<file path="src/rtl/log2_pipe_param.sv">
// log2_pipe_param
// Fully pipelined unsigned base-2 logarithm with valid/ready flow control.
// dout = {p, frac}, where p is the position of the leading one and frac is
// the fractional part of log2 taken from a table indexed by the mantissa bits
// below that leading one. A zero operand raises dout_zero and forces dout to 0.
// The table is computed at elaboration time from the parameters.
// Optional build macro: LOG2_INTERP_EN
//   undefined : 3-stage pipe (encode, normalise, table lookup)
//   defined   : adds INTERP_W residual bits and a linear interpolation stage
//               over a table with 2 guard bits (4-stage pipe).
// The whole pipe advances together; a blocked full output slot holds every stage.

module log2_pipe_param #(
  parameter int IN_W   = 24,
  parameter int INT_W  = 5,
  parameter int FRAC_W = 4,
  parameter int ADDR_W = 5
`ifdef LOG2_INTERP_EN
  ,
  parameter int INTERP_W = 4
`endif
) (
  input  logic                    clk,
  input  logic                    rst,
  input  logic [IN_W-1:0]         din,
  input  logic                    din_valid,
  output logic                    din_ready,
  output logic [INT_W+FRAC_W-1:0] dout,
  output logic                    dout_zero,
  output logic                    dout_valid,
  input  logic                    dout_ready
);

  localparam int OUT_W = INT_W + FRAC_W;
  localparam int LUT_N = 1 << ADDR_W;
  localparam int PREC  = 30;
`ifdef LOG2_INTERP_EN
  localparam int SUB_W = ADDR_W + INTERP_W;
  localparam int LI_W  = FRAC_W + 3;
  localparam int ACC_W = LI_W + INTERP_W + 1;
`else
  localparam int SUB_W = ADDR_W;
`endif
  localparam int EXT_W = IN_W + SUB_W;
  localparam logic [FRAC_W-1:0] FRAC_MAX = {FRAC_W{1'b1}};

  // floor(log2(1 + k/2**ADDR_W) * 2**nbits), computed by repeated squaring
  // of a Q1.PREC mantissa; every result bit comes from one squaring step.
  function automatic logic [31:0] log2_fx(input int k, input int nbits);
    logic [63:0] z;
    logic [31:0] acc;
    z   = (64'd1 << PREC) + (64'(k) << (PREC - ADDR_W));
    acc = 32'd0;
    if (z >= (64'd2 << PREC)) begin
      acc = 32'd1;
      z   = z >> 1;
    end
    for (int b = 0; b < nbits; b++) begin
      z   = (z * z) >> PREC;
      acc = acc << 1;
      if (z >= (64'd2 << PREC)) begin
        acc = acc | 32'd1;
        z   = z >> 1;
      end
    end
    return acc;
  endfunction

`ifdef LOG2_INTERP_EN
  // Table entry with two guard bits below the output LSB, rounded half up.
  function automatic logic [LI_W-1:0] luti_entry(input int k);
    logic [31:0] t;
    t = (log2_fx(k, FRAC_W + 3) + 32'd1) >> 1;
    return t[LI_W-1:0];
  endfunction
`else
  // Table entry at output precision, rounded half up and saturated.
  function automatic logic [FRAC_W-1:0] frac_entry(input int k);
    logic [31:0] t;
    t = (log2_fx(k, FRAC_W + 1) + 32'd1) >> 1;
    if (t > 32'(FRAC_MAX)) begin
      return FRAC_MAX;
    end else begin
      return t[FRAC_W-1:0];
    end
  endfunction
`endif

  // ---------------------------------------------------------------- flow
  logic adv_s;
  logic out_v_q, out_v_d;
  logic [OUT_W-1:0] dout_q, dout_d;
  logic dout_zero_q, dout_zero_d;

  // Whole pipe advances unless the output slot is full and not accepted.
  always_comb begin
    adv_s     = ~out_v_q | dout_ready;
    din_ready = adv_s;
  end

  // ---------------------------------------------------------------- S1
  logic              s1_v_q, s1_v_d;
  logic [IN_W-1:0]   s1_din_q, s1_din_d;
  logic [INT_W-1:0]  s1_p_q, s1_p_d;
  logic              s1_zero_q, s1_zero_d;
  logic [INT_W-1:0]  enc_p_s;

  // Priority encoder: index of the most significant set bit of din.
  always_comb begin
    enc_p_s = {INT_W{1'b0}};
    for (int i = 0; i < IN_W; i++) begin
      if (din[i]) begin
        enc_p_s = INT_W'(i);
      end else begin
        enc_p_s = enc_p_s;
      end
    end
  end

  // S1 next state: capture operand, leading-one index and zero flag.
  always_comb begin
    s1_v_d    = s1_v_q;
    s1_din_d  = s1_din_q;
    s1_p_d    = s1_p_q;
    s1_zero_d = s1_zero_q;
    if (adv_s) begin
      s1_v_d    = din_valid;
      s1_din_d  = din;
      s1_p_d    = enc_p_s;
      s1_zero_d = (din == {IN_W{1'b0}});
    end else begin
      s1_v_d    = s1_v_q;
    end
  end

  // S1 registers.
  always_ff @(posedge clk) begin
    if (rst) begin
      s1_v_q    <= 1'b0;
      s1_din_q  <= {IN_W{1'b0}};
      s1_p_q    <= {INT_W{1'b0}};
      s1_zero_q <= 1'b0;
    end else begin
      s1_v_q    <= s1_v_d;
      s1_din_q  <= s1_din_d;
      s1_p_q    <= s1_p_d;
      s1_zero_q <= s1_zero_d;
    end
  end

  // ---------------------------------------------------------------- S2
  logic              s2_v_q, s2_v_d;
  logic [INT_W-1:0]  s2_p_q, s2_p_d;
  logic [SUB_W-1:0]  s2_sub_q, s2_sub_d;
  logic              s2_zero_q, s2_zero_d;
  logic [SUB_W-1:0]  norm_s;

  // Normaliser: the SUB_W bits directly below the leading one, zero-filled
  // on the right when the leading one sits near the LSB.
  always_comb begin
    norm_s = SUB_W'({s1_din_q, {SUB_W{1'b0}}} >> s1_p_q);
  end

  // S2 next state.
  always_comb begin
    s2_v_d    = s2_v_q;
    s2_p_d    = s2_p_q;
    s2_sub_d  = s2_sub_q;
    s2_zero_d = s2_zero_q;
    if (adv_s) begin
      s2_v_d    = s1_v_q;
      s2_p_d    = s1_p_q;
      s2_sub_d  = norm_s;
      s2_zero_d = s1_zero_q;
    end else begin
      s2_v_d    = s2_v_q;
    end
  end

  // S2 registers.
  always_ff @(posedge clk) begin
    if (rst) begin
      s2_v_q    <= 1'b0;
      s2_p_q    <= {INT_W{1'b0}};
      s2_sub_q  <= {SUB_W{1'b0}};
      s2_zero_q <= 1'b0;
    end else begin
      s2_v_q    <= s2_v_d;
      s2_p_q    <= s2_p_d;
      s2_sub_q  <= s2_sub_d;
      s2_zero_q <= s2_zero_d;
    end
  end

  // Signals presented to the output register by the last compute stage.
  logic              pre_v_s;
  logic              pre_zero_s;
  logic [OUT_W-1:0]  pre_dout_s;

`ifdef LOG2_INTERP_EN
  // ---------------------------------------------------------------- S3 (table fetch)
  logic [LI_W-1:0]     luti_s [LUT_N+1];
  logic [ADDR_W-1:0]   m_s;
  logic [INTERP_W-1:0] r_s;
  logic [ADDR_W:0]     idx_lo_s, idx_hi_s;

  for (genvar k = 0; k <= LUT_N; k++) begin : g_luti
    localparam logic [LI_W-1:0] LV = luti_entry(k);
    assign luti_s[k] = LV;
  end

  logic                s3_v_q, s3_v_d;
  logic [INT_W-1:0]    s3_p_q, s3_p_d;
  logic                s3_zero_q, s3_zero_d;
  logic [LI_W-1:0]     s3_lo_q, s3_lo_d, s3_hi_q, s3_hi_d;
  logic [INTERP_W-1:0] s3_r_q, s3_r_d;

  // Split mantissa / residual and fetch the two bracketing table entries.
  always_comb begin
    m_s      = s2_sub_q[SUB_W-1 -: ADDR_W];
    r_s      = s2_sub_q[INTERP_W-1:0];
    idx_lo_s = {1'b0, m_s};
    idx_hi_s = {1'b0, m_s} + {{ADDR_W{1'b0}}, 1'b1};
  end

  // S3 next state.
  always_comb begin
    s3_v_d    = s3_v_q;
    s3_p_d    = s3_p_q;
    s3_zero_d = s3_zero_q;
    s3_lo_d   = s3_lo_q;
    s3_hi_d   = s3_hi_q;
    s3_r_d    = s3_r_q;
    if (adv_s) begin
      s3_v_d    = s2_v_q;
      s3_p_d    = s2_p_q;
      s3_zero_d = s2_zero_q;
      s3_lo_d   = luti_s[idx_lo_s];
      s3_hi_d   = luti_s[idx_hi_s];
      s3_r_d    = r_s;
    end else begin
      s3_v_d    = s3_v_q;
    end
  end

  // S3 registers.
  always_ff @(posedge clk) begin
    if (rst) begin
      s3_v_q    <= 1'b0;
      s3_p_q    <= {INT_W{1'b0}};
      s3_zero_q <= 1'b0;
      s3_lo_q   <= {LI_W{1'b0}};
      s3_hi_q   <= {LI_W{1'b0}};
      s3_r_q    <= {INTERP_W{1'b0}};
    end else begin
      s3_v_q    <= s3_v_d;
      s3_p_q    <= s3_p_d;
      s3_zero_q <= s3_zero_d;
      s3_lo_q   <= s3_lo_d;
      s3_hi_q   <= s3_hi_d;
      s3_r_q    <= s3_r_d;
    end
  end

  // ---------------------------------------------------------------- S4 (interpolate)
  logic [ACC_W-1:0]  acc_s, rnd_s;
  logic [FRAC_W-1:0] ifrac_s;

  // Linear interpolation between table entries, rounded half up to the
  // output precision and saturated below 1.0.
  always_comb begin
    acc_s = (ACC_W'(s3_lo_q) << INTERP_W) + ACC_W'(s3_hi_q - s3_lo_q) * ACC_W'(s3_r_q);
    rnd_s = (acc_s + (ACC_W'(1) << (INTERP_W + 1))) >> (INTERP_W + 2);
    if (rnd_s > ACC_W'(FRAC_MAX)) begin
      ifrac_s = FRAC_MAX;
    end else begin
      ifrac_s = rnd_s[FRAC_W-1:0];
    end
    pre_v_s    = s3_v_q;
    pre_zero_s = s3_zero_q;
    pre_dout_s = {s3_p_q, ifrac_s};
  end
`else
  // ---------------------------------------------------------------- S3 (table lookup)
  logic [FRAC_W-1:0] lut_s [LUT_N];

  for (genvar k = 0; k < LUT_N; k++) begin : g_lut
    localparam logic [FRAC_W-1:0] LV = frac_entry(k);
    assign lut_s[k] = LV;
  end

  // Fraction straight from the table.
  always_comb begin
    pre_v_s    = s2_v_q;
    pre_zero_s = s2_zero_q;
    pre_dout_s = {s2_p_q, lut_s[s2_sub_q]};
  end
`endif

  // ---------------------------------------------------------------- output
  // Output next state: zero operands report dout = 0 with the flag raised.
  always_comb begin
    out_v_d     = out_v_q;
    dout_d      = dout_q;
    dout_zero_d = dout_zero_q;
    if (adv_s) begin
      out_v_d     = pre_v_s;
      dout_zero_d = pre_zero_s;
      if (pre_zero_s) begin
        dout_d = {OUT_W{1'b0}};
      end else begin
        dout_d = pre_dout_s;
      end
    end else begin
      out_v_d     = out_v_q;
    end
  end

  // Output registers.
  always_ff @(posedge clk) begin
    if (rst) begin
      out_v_q     <= 1'b0;
      dout_q      <= {OUT_W{1'b0}};
      dout_zero_q <= 1'b0;
    end else begin
      out_v_q     <= out_v_d;
      dout_q      <= dout_d;
      dout_zero_q <= dout_zero_d;
    end
  end

  assign dout       = dout_q;
  assign dout_zero  = dout_zero_q;
  assign dout_valid = out_v_q;

endmodule

</file>
<file path="config.mk">
export PLATFORM = sky130hd
export DESIGN_NAME = log2_pipe_param
export DESIGN_NICKNAME = d
export VERILOG_FILES = /design/src/rtl/log2_pipe_param.sv
export SDC_FILE = /design/constraint.sdc
export NUM_CORES = 1
export LEC_CHECK = 0
export BUFFER_PORTS_ARGS = -buffer_cell sky130_fd_sc_hd__buf_2
export CAP_MARGIN = 10
export CORE_MARGIN = 10
export CORE_UTILIZATION = 41
export DETAILED_ROUTE_END_ITERATION = 10
export PLACE_DENSITY_LB_ADDON = 0.25
export REMOVE_ABC_BUFFERS = 1
export SETUP_SLACK_MARGIN = 0.5
export SYNTH_ARGS = -nofsm -noshare
export SYNTH_HDL_FRONTEND = slang
export SYNTH_SLANG_ARGS = --single-unit
</file>
<file path="constraint.sdc">
create_clock -name clk -period 2.1 [get_ports clk]
set_clock_uncertainty 0.15 [all_clocks]
set_input_delay 0.42 -clock clk [delete_from_list [all_inputs] [get_ports clk]]
set_output_delay 0.42 -clock clk [all_outputs]
set_load 0.01 [all_outputs]
</file>
==> metrics.txt, run 1 <==
status finished clean; Ys Warns 0; clock network fraction of design power 25.0%; starting density of the core 42.77%; clk slew on worst S/H paths 0.10 ns; max cap viols 0; startpoint type of the worst setup path flop; Die Width 107.5 um; Crit path required time 2.14 ns; worst IR drop on VDD 315.4 uV; #FFs+latches synth 54; Distinct cells, synth 49; fin nets 489; sw frac 30.22%; worst hold path class in -> reg; largest net degree at the start of global routing 35; H-Tree Level Count 2; Slowest cell on crit path mux4_2; vias in the first global route 2,958; worst flop-to-flop path startpoint s1_p_q[0]$_SDFFE_PP0P_; clk buf depth 2; Worst Hold Endpoint s1_v_q$_SDFFE_PP0P_; die area 11,550 um^2; Final Hold Vio Count 0; CP peak stage delay 0.50 ns; Routed Antenna Nets 0; logic gate share of total power 25.2%; Tcrit/Tclk final 93.25%; syn avg cell area 7.839 um^2; post-synthesis sequential area ratio 34.48%; min Tclk post-route 1.958 ns; WL per Instance 16.48 um; total CTS buffers 5; CTS root buf clkbuf_8; most frequent cells in the layout nand2_1, a21oi_1, dfxtp_1; share of layout cells above drive strength 1 32.90%; Max Clk Rate 510.6 MHz; Clk Latency, worst-skew pair 0.31 ns; post-route cell area 4124 um^2; DP Area 3501 um^2; dpl hpwl 5.967 mm; gr usage total 15.44%; unrepaired setup endpoints after global routing true; Crit. End Element flop; Crit Path Class reg -> reg; Min Hold Slack 0.1897 ns; Worst Reg-to-Reg Cells 7; routed vias 3,110; Worst Hold Depth 3; Die H 107.5 um; TNS Setup 0 ns; I/O Buffers 39; most common cell after layout, fill and taps aside nand2_1; main flop type after synthesis dfxtp_1; Vias/cell 5.573; total power 0.002330 W; pwr/cell area 565.1 nW/um^2; CP cell instances buf_4 > mux4_2 > and2_4 > a211oi_2 > nor4_1 > a2111oi_2 > nor2_1; worst-path fanout max 4; Post-synth ARST share 0%; final setup violation count 0; switching power total 0.0007042 W; Mapped Area 3136 um^2; # rows 31; Syn-to-layout area delta 31.52%; total gr overflow 0; Antenna Diode Count 0; first-pass GRT wire length 14.79 mm; core box area 7331 um^2; worst-margin pin slew 0.5501 ns; final weighted congestion in routability-driven placement 0.8877; CTS tree yes; normalized max-slew margin 63.28%; terminus of the critical flop-to-flop path s2_sub_q[2]$_SDFFE_PP0P_; DR pass1 iterations 4; Leak 1.637 nW; Post-synth EDFFs 0; Int Pwr 0.001626 W; setup ws final 0.1417 ns; DRC Markers 0; Clock Sinks 54; reg-to-reg slack, setup 0.14 ns; hold_sp din_valid; Slew Limit Fails 0; antenna violations before repair 0; Worst Path Arrival 2.00 ns; Ports 40; Seq pwr share 49.7%; Detailed Route WL 9.194 mm; Post-Synthesis Cells 400; drt initial violations 162; worst slack at placement -0.02788 ns
[metrics by stage]
| step | util, % | instances |
|---|---|---|
| 6_report | 56.26 | 558 |
| 5_1_grt | 56.26 | 558 |
| 4_1_cts | 53.66 | 549 |
| 3_5_place_dp | 47.76 | 525 |
| 3_3_place_gp | 47.76 | 525 |
| 2_1_floorplan | - | 367 |
[power by group through the flow]
stage / registers (W) / clock network (W) / logic (W)
after CTS: 0.00115 / 0.000598 / 0.000534
after floorplan: 0.00119 / 0 / 0.000258
final: 0.00116 / 0.000583 / 0.000588
after global routing: 0.00117 / 0.000646 / 0.000647
after global placement: 0.00118 / 0 / 0.000447
after detailed placement: 0.00118 / 0 / 0.000455
[critical path, delay by kind of cell (launching register included)]
kind	cells	cell delay [ns]
simple gates	3	0.32
compound gates	2	0.35
mux	1	0.50
flops	1	0.39
buf+inv	1	0.12
[final cells by class]
class	instances	area, um^2
tap	99	123.9
clock inverter	2	13.76
sequential	54	1100
inverter	12	52.55
timing repair buffer	84	705.7
fill	679	3207
multi-input combinational	301	2056
clock buffer	6	72.57
[synth_stat cells, types with 2 or more instances]
cell type  number  share of area (%)
nand2_1        96                 11
a21oi_1        56                8.9
dfxtp_1        54                 34
nor2_1         29                3.5
clkbuf_1       20                2.4
mux4_2         14                 10
nor3_1         14                2.2
mux2i_1        11                3.5
inv_1          10                1.2
a211oi_1        8                1.9
nor4_1          7                1.4
o21ai_0         7                1.1
nand3b_1        6                1.4
a31oi_1         5                1.0
buf_2           5               0.80
buf_1           4               0.48
a22oi_1         3               0.72
buf_4           3               0.72
ha_1            3                1.2
nand3_1         3               0.48
nor2b_1         3               0.60
o22ai_1         3               0.60
a2111oi_0       2               0.56
a22o_1          2               0.56
inv_2           2               0.24
mux2_1          2               0.72
nand2b_1        2               0.40
o21ai_1         2               0.32
o31ai_1         2               0.48
or3_1           2               0.40
xor2_1          2               0.56
[worst max-delay path by stage]
stage / startpoint / to / slack, ns / depth (start not counted)
floorplan: dout_ready / s2_sub_q[2]$_SDFFE_PP0P_ / -2.26 / 6
global placement: s1_p_q[0]$_SDFFE_PP0P_ / s2_sub_q[2]$_SDFFE_PP0P_ / 0.02 / 6
detailed placement: s1_p_q[0]$_SDFFE_PP0P_ / s2_sub_q[2]$_SDFFE_PP0P_ / -0.03 / 6
CTS: s1_p_q[0]$_SDFFE_PP0P_ / s2_sub_q[2]$_SDFFE_PP0P_ / 0.20 / 6
global route: s1_p_q[0]$_SDFFE_PP0P_ / s2_sub_q[2]$_SDFFE_PP0P_ / 0.05 / 7
finish: s1_p_q[0]$_SDFFE_PP0P_ / s2_sub_q[2]$_SDFFE_PP0P_ / 0.14 / 7
[logic make-up after synthesis]
| family | synth area share (%) |
|---|---|
| flops | 34.48 |
| simple gates | 22.79 |
| buf+inv | 6.185 |
| mux | 15.48 |
| compound gates | 19.31 |
| xor+xnor | 0.5588 |
| fa+ha+maj | 1.197 |
[layer usage]
metal | GRT usage, % | part of all wire [%]
met4 | 3.626 | 1.7
met2 | 25.70 | 49
met5 | 0 | 0
met3 | 3.593 | 4.8
met1 | 19.73 | 44
[sequential cells by signal (all words and copies together), names as in the netlist]
name,cells
s1_zero_q,1
s1_v_q,1
dout_valid,1
dout,9
s1_din_q,24
s1_p_q,5
dout_zero,1
pre_zero_s,1
s2_p_q,5
pre_v_s,1
s2_sub_q,5
[what timing repair did]
action,in CTS,in global routing
pin swaps,12,16
resized for setup,44,30
setup endpoints to repair,11,13
buffers inserted,14,9
hold buffers,0,0
gates cloned,2,0
Note: power is estimated with default switching activity, not from simulation.
==> inputs of run 2 (changes only) <==
CELL_PAD_IN_SITES_DETAIL_PLACEMENT = 0   (was unset)
CELL_PAD_IN_SITES_GLOBAL_PLACEMENT = 1   (was unset)
CORE_UTILIZATION = 39   (was 41)
RECOVER_POWER = 25   (was unset)
==> run 2 against run 1 <==
- global-route usage up 0.38 points
- register-to-register slack better by 0.02 ns
- combinational power down 12%
- cell area decreased by 6.6%
- core utilization shrank 6.7 points
- first-iteration DRC count fell by 23%
- die area increased by 4.2%
- highest routed layer unchanged
- flip-flop and latch count did not move
- hold slack improved by 0.0055 ns
- via count fell by 2.5%
==> metrics.txt, run 2 (same netlist as run 1, synthesis figures left out) <==
reg-to-reg slack, setup 0.16 ns (+0.02 ns); Worst Reg-to-Reg Cells 6 (-1); CTS root buf clkbuf_8; fin nets 480 (-1.8%); Tcrit/Tclk final 92.26% (-0.99 points); status finished clean; worst-path fanout max 6 (+2); Vias/cell 5.515 (-1.1%); CTS tree yes; Leak 1.536 nW (-6.2%); I/O Buffers 39 (unchanged); min Tclk post-route 1.938 ns (-0.02075 ns); unrepaired setup endpoints after global routing true; Clock Sinks 54 (unchanged); # rows 32 (+3.2%); filler cell count 816 (+20%); CP cell instances buf_6 > mux4_2 > nand2_2 > o21ai_2 > mux2_4 > a22o_1; largest register by flop count s1_din_q; terminus of the critical flop-to-flop path s2_sub_q[4]$_SDFFE_PP0P_; max FFs per register 24 (unchanged); core box area 7767 um^2 (+6.0%); Worst Path Arrival 1.99 ns (about the same); most common cell after layout, fill and taps aside nand2_1; Crit Path Class reg -> reg; Setup crit end s2_sub_q[4]$_SDFFE_PP0P_; Syn-to-layout area delta 22.79%; CP startpoint s1_p_q[0]$_SDFFE_PP0P_; routed vias 3,033 (-2.5%); die area 12,030 um^2 (+4.2%); DRC Markers 0 (unchanged); WL per Instance 16.64 um (+0.99%); TNS Setup 0 ns (unchanged); drt initial violations 124 (-23%); dpl hpwl 6.061 mm (+1.6%); normalized max-slew margin 50.99% (-12 points); startpoint type of the worst setup path flop; largest net degree at the start of global routing 31 (-11%); first-pass GRT wire length 15.30 mm (+3.5%); Max Clk Rate 516.1 MHz (+1.1%); Antenna Diode Count 0 (unchanged); Clk Latency, worst-skew pair 0.31 ns (about the same); Die H 109.7 um (+2.1%); Detailed Route WL 9.152 mm (-0.46%); DR pass1 iterations 4 (unchanged); worst IR drop on VDD 293.2 uV (-7.0%); worst-margin pin slew 0.7340 ns (+0.1838 ns); clk buf depth 2 (unchanged); Crit. End Element flop; total gr overflow 0 (unchanged); H-Tree Level Count 2 (unchanged); final weighted congestion in routability-driven placement 0.8075 (-9.0%); Ports 40 (unchanged); CP peak stage delay 0.50 ns (about the same); total CTS buffers 5 (unchanged); gr usage total 15.82% (+0.38 points); starting density of the core 40.37% (-2.4 points); final setup violation count 0 (unchanged); Die Width 109.7 um (+2.1%); Slew Limit Fails 0 (unchanged); Routed Antenna Nets 0 (unchanged); final core utilization 49.57% (-6.7 points); most frequent cells in the layout nand2_1, a21oi_1, dfxtp_1; antenna violations before repair 0 (unchanged); Crit path required time 2.15 ns (about the same); vias in the first global route 2,999 (+1.4%); clk slew on worst S/H paths 0.09 ns (about the same); share of layout cells above drive strength 1 24.78% (-8.1 points); worst hold path class in -> reg; Final Hold Vio Count 0 (unchanged); max cap viols 0 (unchanged); worst flop-to-flop path startpoint s1_p_q[0]$_SDFFE_PP0P_; Slowest cell on crit path mux4_2; pwr/cell area 586.0 nW/um^2 (+3.7%)
[run 2: worst min path at each step]
stage,start,endpoint,slack [ns],depth (start not counted)
finish,din_valid,s1_v_q$_SDFFE_PP0P_,0.20,3
global route,din_valid,s1_v_q$_SDFFE_PP0P_,0.21,3
CTS,din_valid,s1_v_q$_SDFFE_PP0P_,0.20,3
detailed placement,dout[7]$_SDFFE_PP0P_,dout[7]$_SDFFE_PP0P_,0.29,2
global placement,dout[6]$_SDFFE_PP0P_,dout[6]$_SDFFE_PP0P_,0.29,2
floorplan,s2_p_q[0]$_SDFFE_PP0P_,s2_p_q[0]$_SDFFE_PP0P_,0.28,2
[run 2: cell type report]
type	instances	area, um^2	area share, %
clock buffers	6	82.58	2.145
multi-input cells	301	1954	50.76
repair buffers	75	546.8	14.20
flip-flops and latches	54	1089	28.27
well taps	102	127.6	3.315
inverters	12	50.05	1.300
[run 2: critical path, delay by kind of cell, from the launching register on]
| family | cells | cell delay [ns] |
|---|---|---|
| DFF | 1 | 0.39 |
| muxes | 2 | 0.78 |
| buffers and inverters | 1 | 0.14 |
| AOI/OAI and AO/OA | 2 | 0.28 |
| and+or+nand+nor | 1 | 0.09 |
[run 2: report_power, final]
part	internal [W]	switching, W
clock	0.000255	0.000330
sequential	0.00109	0.0000690
combinational	0.000255	0.000262
total	0.00160	0.000660
[run 2: metrics by stage]
stage	cells	hold WS [ns]	setup slack [ns]	area, um^2	total power, W
after floorplan	367	0.2759	-2.260	2987	0.001450
after global placement	529	0.2869	0.02429	3500	0.001631
after detailed placement	529	0.2905	0.0004886	3500	0.001637
after CTS	550	0.1965	0.1970	3886	0.002274
after global routing	550	0.2087	0.09153	3850	0.002377
final	550	0.1953	0.1625	3850	0.002256
[run 2: routing by layer]
metal	GRT usage, %	wire length, um
met1	20.89	4369
met2	26.58	4451
met3	2.516	286
met4	3.439	45
met5	0	0
[run 2: what timing repair did]
item                       in CTS  in global routing
gates resized for setup        32                  6
setup buffers                  12                  0
pin swaps                       8                  2
hold buffers                    0                  0
setup endpoints to repair      11                 13
hold endpoints to repair        0                  0
cloned                          3                  0
==> inputs of run 3 (changes only) <==
CORE_ASPECT_RATIO = 2   (was unset)
==> run 3 against run 2 <==
- global-route usage down 0.80 points
- clock power rose by 64%
- worst setup slack improved by 0.018 ns
- largest cell class unchanged
==> metrics.txt, run 3 (same netlist as run 1, synthesis figures left out) <==
status finished clean; antenna violations before repair 0 (unchanged); Leak 1.510 nW (-1.7%); worst-path fanout max 8 (+2); pwr/cell area 675.6 nW/um^2 (+15%); clk buf depth 2 (unchanged); max cap viols 0 (unchanged); WL per Instance 17.44 um (+4.8%); Worst Reg-to-Reg Cells 6 (unchanged); normalized max-slew margin 66.22% (+15 points); first-pass GRT wire length 15.17 mm (-0.86%); total gr overflow 0 (unchanged); worst slack at placement 0.02128 ns (+0.02079 ns); most common cell after layout, fill and taps aside nand2_1; Slew Limit Fails 0 (unchanged); Die Width 83.40 um (-24%); Tcrit/Tclk final 91.40% (-0.86 points); max FFs per register 24 (unchanged); worst-margin pin slew 0.5061 ns (-0.2279 ns); final setup violation count 0 (unchanged); share of layout cells above drive strength 1 24.04% (-0.73 points); final weighted congestion in routability-driven placement 0.8389 (+3.9%); Antenna Diode Count 0 (unchanged); Crit path required time 2.13 ns (-0.02 ns); dpl hpwl 6.871 mm (+13%); setup ws final 0.1806 ns (+0.01814 ns); most frequent cells in the layout nand2_1, a21oi_1, dfxtp_1; vias in the first global route 3,015 (+0.53%); Detailed Route WL 9.435 mm (+3.1%); total CTS buffers 5 (unchanged); Die H 146.8 um (+34%); filler cell count 817 (+0.12%); Routed Antenna Nets 0 (unchanged); Reg area 1090 um^2 (+0.12%); Worst Path Arrival 1.95 ns (-0.04 ns); starting density of the core 39.77% (-0.60 points); Max Clk Rate 521.0 MHz (+0.95%); Worst Hold Depth 3 (unchanged); DRC Markers 0 (unchanged); Vias/cell 5.641 (+2.3%); unrepaired setup endpoints after global routing true; Crit Path Class reg -> reg; Ports 40 (unchanged); H-Tree Level Count 2 (unchanged); min Tclk post-route 1.919 ns (-0.01814 ns); Clock Sinks 54 (unchanged); routed vias 3,052 (+0.63%); startpoint type of the worst setup path flop; I/O Buffers 39 (unchanged); Final Hold Vio Count 0 (unchanged); gr usage total 15.02% (-0.80 points); die area 12,240 um^2 (+1.8%); Crit. End Element flop; TNS Setup 0 ns (unchanged); largest register by flop count s1_din_q; fin nets 476 (-0.83%); worst hold path class in -> reg; Clk Latency, worst-skew pair 0.30 ns (about the same); largest net degree at the start of global routing 38 (+23%); clk slew on worst S/H paths 0.07 ns (-0.02 ns); worst IR drop on VDD 406.9 uV (+39%); # rows 46 (+44%); CTS tree yes; core box area 7885 um^2 (+1.5%); CTS root buf clkbuf_16; DR pass1 iterations 5 (+1); drt initial violations 133 (+7.3%); Multi-input gate area 1956 um^2 (about the same); Syn-to-layout area delta 24.14%
-- run 3: cell types whose count changed in the layout (fill, tap and decap cells not counted), sizes merged --
| cell | previous run | this run |
|---|---|---|
| bufbuf | 1 | 0 |
| bufinv | 0 | 1 |
| clkbuf | 17 | 20 |
| buf | 62 | 57 |
| dlymetal6s2s | 1 | 0 |
-- run 3: routing by layer --
metal | global-route usage [%] | part of all wire (%) | vias to the layer above
met2 | 30.24 | 58 | 57
met1 | 14.09 | 37 | 1471
met3 | 2.658 | 3.5 | 16
met5 | 0 | 0 | -
li1 | - | - | 1508
met4 | 5.993 | 2.2 | 0
-- run 3: cell type report --
class | instances | share of cell area (%)
clock inverter | 1 | 0.7715
sequential | 54 | 28.00
clock buffer | 6 | 3.568
multi-input combinational | 301 | 50.24
inverter | 12 | 1.286
timing repair buffer | 71 | 13.05
tap | 96 | 3.086
-- run 3: timing repair --
action / CTS / global route
endpoints found under the hold margin: 0 / 0
setup endpoints to repair: 11 / 14
buffers inserted: 7 / 3
pin swaps: 19 / 8
gates cloned: 1 / 1
resized for setup: 33 / 9
hold buffers: 0 / 0
-- run 3: worst paths after layout --
path	from	slack, ns	endpoint
max	s1_p_q[0]$_SDFFE_PP0P_	0.18	s2_sub_q[2]$_SDFFE_PP0P_
min	din_valid	0.21	s1_v_q$_SDFFE_PP0P_
max reg2reg	s1_p_q[0]$_SDFFE_PP0P_	0.18	s2_sub_q[2]$_SDFFE_PP0P_
min reg2reg	dout[7]$_SDFFE_PP0P_	0.30	dout[7]$_SDFFE_PP0P_
-- run 3: stage by stage --
| stage | util (%) | power (W) | cell area [um^2] | hold WS (ns) | std cells |
|---|---|---|---|---|---|
| 4_1_cts | 49.02 | 0.002631 | 3865 | 0.2127 | 537 |
| 3_5_place_dp | 44.35 | 0.001643 | 3497 | 0.2922 | 522 |
| 5_1_grt | 49.37 | 0.002742 | 3892 | 0.2368 | 541 |
| 6_report | 49.37 | 0.002630 | 3892 | 0.2099 | 541 |
| 2_1_floorplan | - | 0.001450 | 2987 | 0.2759 | 367 |
| 3_3_place_gp | 44.35 | 0.001632 | 3497 | 0.2865 | 522 |
-- run 3: where the power goes --
part	internal, W	switching, W
Sequential	0.00109	0.0000740
Clock	0.000589	0.000368
Combinational	0.000253	0.000261
Total	0.00193	0.000703
-- run 3: critical path, cell delays in order (launching register included) --
cell       delay [ns]
dfxtp_4          0.38
buf_8            0.14
mux4_2           0.49
o21ai_1          0.15
nor3_1           0.06
a2111oi_1        0.35
nor2_1           0.09
